## config.mk

```make
export PLATFORM = sky130hd
export DESIGN_NAME = mem_stage_access
export DESIGN_NICKNAME = d
export VERILOG_FILES = /design/src/rtl/mem_stage_access.sv
export SDC_FILE = /design/constraint.sdc
export NUM_CORES = 1
export LEC_CHECK = 0
export BUFFER_PORTS_ARGS = -buffer_cell sky130_fd_sc_hd__buf_2
export CORE_MARGIN = 2
export CORE_UTILIZATION = 40
export CTS_BUF_LIST = sky130_fd_sc_hd__clkbuf_8
export CTS_CLUSTER_DIAMETER = 40
export DETAILED_ROUTE_END_ITERATION = 10
export PLACE_DENSITY = 0.66
export REMOVE_ABC_BUFFERS = 1
export SLEW_MARGIN = 20
export SYNTH_ARGS = -nofsm -noshare
export SYNTH_HDL_FRONTEND = slang
export SYNTH_SLANG_ARGS = --single-unit
```

## constraint.sdc

```tcl
create_clock -name clk -period 3.28 [get_ports clk]
set_input_delay 0.164 -clock clk [delete_from_list [all_inputs] [get_ports clk]]
set_output_delay 0.164 -clock clk [all_outputs]
set_load 0.03 [all_outputs]
```

## src/rtl/mem_stage_access.sv

```systemverilog
// MEM stage: data-memory req/ready access, upstream stall, MEM/WB register.
// Ports: EXE/MEM inputs (m*), dmem_* port, stall/pcsrc, W* outputs, errors.
module mem_stage_access #(
  parameter int DW      = 32,
  parameter int RW      = 5,
  parameter int TIMEOUT = 255
) (
  input  logic          clk,
  input  logic          rst,
  input  logic          mwreg,
  input  logic          mm2reg,
  input  logic          mwmem,
  input  logic [DW-1:0] maluout,
  input  logic [DW-1:0] mdata_b,
  input  logic [RW-1:0] mrdrt,
  input  logic          mbranch,
  input  logic          mzero,
  output logic          dmem_req,
  output logic          dmem_we,
  output logic [DW-1:0] dmem_addr,
  output logic [DW-1:0] dmem_wdata,
  input  logic          dmem_ready,
  input  logic [DW-1:0] dmem_rdata,
  output logic          stall,
  output logic          pcsrc,
  output logic          wwreg,
  output logic          wm2reg,
  output logic [DW-1:0] wmo,
  output logic [DW-1:0] walu,
  output logic [RW-1:0] wrn,
  output logic          align_err,
  output logic          bus_err
);

  localparam int CW = $clog2(TIMEOUT + 1);
  localparam logic [CW-1:0] LAST = CW'(TIMEOUT - 1);

  typedef enum logic [1:0] {
    IDLE   = 2'd0,
    ACCESS = 2'd1,
    DONE   = 2'd2
  } state_t;

  state_t        state_q, state_d;
  logic [CW-1:0] cnt_q, cnt_d;
  logic          req_q, req_d;
  logic          we_q, we_d;
  logic [DW-1:0] addr_q, addr_d;
  logic [DW-1:0] wdata_q, wdata_d;
  logic [DW-1:0] rbuf_q, rbuf_d;
  logic          align_q, align_d;
  logic          bus_q, bus_d;
  logic          wwreg_q, wwreg_d;
  logic          wm2reg_q, wm2reg_d;
  logic [DW-1:0] wmo_q, wmo_d;
  logic [DW-1:0] walu_q, walu_d;
  logic [RW-1:0] wrn_q, wrn_d;

  logic acc;
  logic mis;
  logic stall_c;

  assign acc = mm2reg | mwmem;
  assign mis = acc & (maluout[1:0] != 2'b00);

  always_comb begin
    state_d = state_q;
    cnt_d   = cnt_q;
    req_d   = req_q;
    we_d    = we_q;
    addr_d  = addr_q;
    wdata_d = wdata_q;
    rbuf_d  = rbuf_q;
    align_d = align_q;
    bus_d   = bus_q;
    stall_c = 1'b0;
    unique case (state_q)
      IDLE: begin
        cnt_d = '0;
        if (mis) begin
          align_d = 1'b1;
        end else if (acc) begin
          state_d = ACCESS;
          req_d   = 1'b1;
          we_d    = mwmem;
          addr_d  = maluout;
          wdata_d = mdata_b;
          stall_c = 1'b1;
        end
      end
      ACCESS: begin
        stall_c = 1'b1;
        cnt_d   = cnt_q + CW'(1);
        if (dmem_ready) begin
          rbuf_d  = we_q ? '0 : dmem_rdata;
          req_d   = 1'b0;
          state_d = DONE;
        end else if (cnt_q == LAST) begin
          bus_d   = 1'b1;
          rbuf_d  = '0;
          req_d   = 1'b0;
          state_d = DONE;
        end
      end
      DONE: begin
        cnt_d   = '0;
        state_d = IDLE;
      end
      default: begin
        state_d = IDLE;
        cnt_d   = '0;
        req_d   = 1'b0;
      end
    endcase
  end

  // A stalled cycle inserts a bubble; only the enables are cleared.
  always_comb begin
    wwreg_d  = wwreg_q;
    wm2reg_d = wm2reg_q;
    wmo_d    = wmo_q;
    walu_d   = walu_q;
    wrn_d    = wrn_q;
    if (stall_c) begin
      wwreg_d  = 1'b0;
      wm2reg_d = 1'b0;
    end else begin
      wwreg_d  = mwreg & ~mis;
      wm2reg_d = mm2reg;
      walu_d   = maluout;
      wrn_d    = mrdrt;
      wmo_d    = (state_q == DONE) ? rbuf_q : '0;
    end
  end

  always_ff @(posedge clk) begin
    if (rst) begin
      state_q  <= IDLE;
      cnt_q    <= '0;
      req_q    <= 1'b0;
      we_q     <= 1'b0;
      addr_q   <= '0;
      wdata_q  <= '0;
      rbuf_q   <= '0;
      align_q  <= 1'b0;
      bus_q    <= 1'b0;
      wwreg_q  <= 1'b0;
      wm2reg_q <= 1'b0;
      wmo_q    <= '0;
      walu_q   <= '0;
      wrn_q    <= '0;
    end else begin
      state_q  <= state_d;
      cnt_q    <= cnt_d;
      req_q    <= req_d;
      we_q     <= we_d;
      addr_q   <= addr_d;
      wdata_q  <= wdata_d;
      rbuf_q   <= rbuf_d;
      align_q  <= align_d;
      bus_q    <= bus_d;
      wwreg_q  <= wwreg_d;
      wm2reg_q <= wm2reg_d;
      wmo_q    <= wmo_d;
      walu_q   <= walu_d;
      wrn_q    <= wrn_d;
    end
  end

  // No stall is raised while reset is held, even if a load waits upstream.
  assign stall      = stall_c & ~rst;
  assign pcsrc      = mbranch & mzero;
  assign dmem_req   = req_q;
  assign dmem_we    = we_q;
  assign dmem_addr  = addr_q;
  assign dmem_wdata = wdata_q;
  assign wwreg      = wwreg_q;
  assign wm2reg     = wm2reg_q;
  assign wmo        = wmo_q;
  assign walu       = walu_q;
  assign wrn        = wrn_q;
  assign align_err  = align_q;
  assign bus_err    = bus_q;

endmodule

```

==> results.txt <==
The number of library cell types mapped by synthesis is 35. The count of mapped cells out of synthesis came out at ~670. The worst ir drop on vdd is 0.243 mV. After detailed placement, the design holds a cell count of about 1,100. The hold buffer count at CTS came out at between 100 and 150. The count of boundary I/O pins came out at 250. The count of unresolved DRC violations after routing is 0.

The leakage power is 0.00390 µW. The setup skew after layout came out at a little over 0.01 ns. The reported max-cap violation count is 0.

The average instance in the mapped netlist occupies just under 10 µm². The share of total power in the clock network is roughly a third. In this run the critical register-to-register path is captured at dmem_wdata[25]. The most area-hungry cell type in the Yosys netlist is dfxtp_1.

The wire length after detailed routing is 20,600 µm. The startpoint identified for the worst hold timing path is dmem_rdata[25]. The core outline area is roughly 0.016 mm². The area share of xor/xnor cells in the synthesized design is less than 1%. The arrival time at the worst endpoint is between 2 and 2.5 ns. The most repeated cell in the gate-level netlist after synthesis is dfxtp_1.

For this run, the leading register cell type out of synthesis is dfxtp_1. The flow ran to the end, and the final reports show no timing, DRC or antenna violations. The headroom to the max-slew limit came out at about 49%. The number of global-route vias before repair came out at approximately 6,300.

The mux share of post-synthesis cell area came out at 0%. After synthesis, the cell types taking the most area are dfxtp_1 (55%), a32o_1 (11%), a21oi_1 (10%), nand3_1 (5.0%), o21ai_0 (5.0%). In this run the biggest area consumer among cell types represents between 50% and 60% of the synthesized area. The post-synthesis share of cell area spent on full adders, half adders and majority gates is 0.382%.

The master of the slowest instance on the critical path is or4_4. The final worst-path cycle share is between 70% and 80%. The die span in y came out at 132 µm. The slew at the pin closest to its max-slew limit came out at about 0.76 ns. The number of routed nets with antenna violations is 0.

The count of nets after finishing came out at 1,092. Setup repair after global routing left no endpoint under its margin. The area growth from synthesis to layout came out at 42.5%. The flip-flop and latch count after synthesis came out at between 150 and 200. The proportion of total power due to net switching came out at 28.3%. The summed instance area of the synthesized netlist came out at approximately 0.0066 mm². The clock insertion delay at the later pin of the skew report came out at about 0.46 ns. The count of buffer and inverter cells on the critical path came out at 1. The count of non-filler cells in the finished layout came out at approximately 1,200. The routed layout has approximately 6,600 vias.

The routed wire length per instance came out at around 17 µm. The smallest setup slack after layout is 0.808 ns. The number of buffers inserted during clock tree synthesis came out at 17. The largest single stage delay on the critical path is approximately 0.54 ns. The average via count per standard cell came out at 5.47. Along the worst path, the maximum fanout reaches 15. The floorplan step defined a die boundary enclosing ~0.017 mm².

The sink count of the clock tree came out at 181. The maximum number of pins on one net before global-route repair came out at 67. The detailed router finished its first iteration with around 320 violations. The cell area after layout is between 0.009 and 0.01 mm². The congestion estimate from routability-driven global placement came to roughly 0.75.

The number of gates on the worst path with buffers counted came out at 4. The initial antenna violation count came out at 0. Grouping stages by cell kind, the critical path spends the most delay in simple AND/OR/NAND/NOR gates. By count the netlist is led by dfxtp_1 (181), a21oi_1 (132), a32o_1 (69), nand3_1 (66), o21ai_0 (66). The proportion of power drawn by combinational gates came out at ~16%. The synthesized netlist devotes 30.4% of its cell area to compound gates. The total global-route track usage is a little under a quarter.

The clock edge transition at the registers on the reported setup and hold paths is ~0.090 ns. The launching point of the worst reg2reg path is state_q[1]. The critical path goes through or4_4 > o21ai_4 > and2_1 > buf_2.

The final-report setup violation count is 0. The number of placement rows is 46. The register-to-register setup slack is 1.29 ns. Summed over all failing endpoints, the final setup total negative slack is 0 ns. The clock tree synthesis step divided the H-tree into 4 levels.

The worst hold endpoint is rbuf_q[25]. For this run, asynchronously set or reset flops after synthesis account for 0%. The initial standard-cell utilization of the core came out at just over 40%. The leftover overflow at the end of global routing came out at 0.

The post-route netlist has 30.8% of its cells at a drive strength greater than 1. Detailed placement finished with a half-perimeter wire length of around 12,000 µm. The sequential fraction of the synthesis area is 55.3%. After clock tree synthesis, the repair step resized 0 gates. The standard cell area after detailed placement came out at between 0.007 and 0.008 mm². The register share of total power is about 50%. The maximum clock rate came out at about 0.40 GHz. The clock tree from TritonCTS is done. The post-CTS setup-driven buffer insertion count is 0.

After Yosys synthesis, and, or, nand and nor cells account for 7.92% of the synthesized area. The depth of the worst register-to-register path came out at 4. Port buffering added between 200 and 250 buffers. STA classifies the critical path startpoint as a flip-flop. The worst setup slack before clock tree synthesis came out at 1.25 ns. After synthesis, the largest family of logic cells by area is compound AO/OA/AOI/OAI gates. The worst hold path was traced through 3 stages.

The die outline width came out at approximately 130 µm. The maximum buffer depth of the clock tree is 2. The number of iterations in the first detailed-routing pass came out at 5. The number of hold violations in the final report is 0. The number of max-slew violations in the final report was 0. 0 antenna diodes ended up in the layout. The data required time of the critical path came out at ~3.1 ns. The final period demand of the worst path came out at ~2.5 ns.

The power per cell area came out at ~500 mW/mm². In this run the worst hold path is classified as input pin to flip-flop. The critical path start-end classification is flip-flop to output pin. The number of enable-type register cells in the synthesized netlist is 0.

The first-pass GRT wire length came out at roughly 33,000 µm. The net switching component of the power is roughly 1300 µW. The tree is rooted in a clkbuf_8. STA classifies the critical path endpoint as an output pin. Internal power comes to approximately 3300 µW. The yosys synthesis warning count is 0.
## stage by stage
step | hold slack, ns | util (%) | power [µW]
after floorplan | 0.233 | - | 2720
after CTS | 0.000523 | 58.6 | 4680
after global routing | 0.0240 | 58.6 | 4830
final | 0.0286 | 58.6 | 4650
after detailed placement | 0.382 | 49.6 | 3000
after global placement | 0.376 | 49.6 | 2990
## worst max path at each step
stage               slack [ns]        from      end
finish                    0.81  state_q[1]    stall
global route              0.68  state_q[1]    stall
CTS                       0.76  state_q[1]    stall
detailed placement        1.25         rst  wmo[12]
global placement          1.27         rst  wmo[31]
floorplan                -5.56  state_q[1]  walu[0]
## power groups by stage
stage	Sequential, µW	Combinational, µW	Clock (µW)
floorplan	2520	200	0
global placement	2370	617	0
detailed placement	2370	621	0
CTS	2320	716	1650
global route	2330	768	1730
finish	2320	718	1610
## cell families after synthesis
| logic type | after synthesis |
|---|---|
| AO/OA/AOI/OAI | 307 |
| flip-flops | 181 |
| AND/OR/NAND/NOR | 100 |
| buffers and inverters | 78 |
| XOR/XNOR | 3 |
| adder cells (fa/ha/maj) | 2 |
## tightest hold or removal path, stage by stage
cell and delay, ns:
buf_2 0.10, a21oi_1 0.12, a211oi_1 0.06
## registers in the layout (all words and copies together), names as in the netlist
name / flops
state_q: 2
dmem_we: 1
rbuf_q: 32
dmem_addr: 32
wrn: 5
wwreg: 1
align_err: 1
dmem_req: 1
walu: 32
cnt_q: 8
bus_err: 1
dmem_wdata: 32
wm2reg: 1
wmo: 32
## cell type report
cell class              count  area, µm²
flip-flops and latches    181       3620
repair buffers            365       2400
inverters                   4       15.0
well taps                 216        270
clock inverters            14        176
multi-input cells         412       2610
clock buffers              18        248
fillers                  1402       6600
## cells in the final DEF, fill, tap and decap left out, types with 2 or more instances in the layout
cell             n
clkbuf_8        18
nand3_1         66
nor2b_1          2
bufinv_16        3
a21oi_1        132
clkinv_4         3
or2_2            2
and2_1           4
o21ai_0         66
buf_4           14
clkinvlp_4       4
nor2_1           8
buf_2          248
ha_1             2
inv_6            3
or3_1            2
buf_12           2
xor2_1           2
dfxtp_1        181
dlygate4sd3_1  101
nand2_1          5
nor4_1           2
a211oi_1        33
inv_1            4
a32o_1          69
## routing by layer
metal  GRT usage [%]  part of all wire, %  vias up
met3            7.15                  8.6       23
li1                -                    -     3156
met5               0                    0        -
met4            7.19                  1.4        0
met1            29.4                   42     3163
met2            37.4                   48      274
Power figures use the tool's default switching activity.
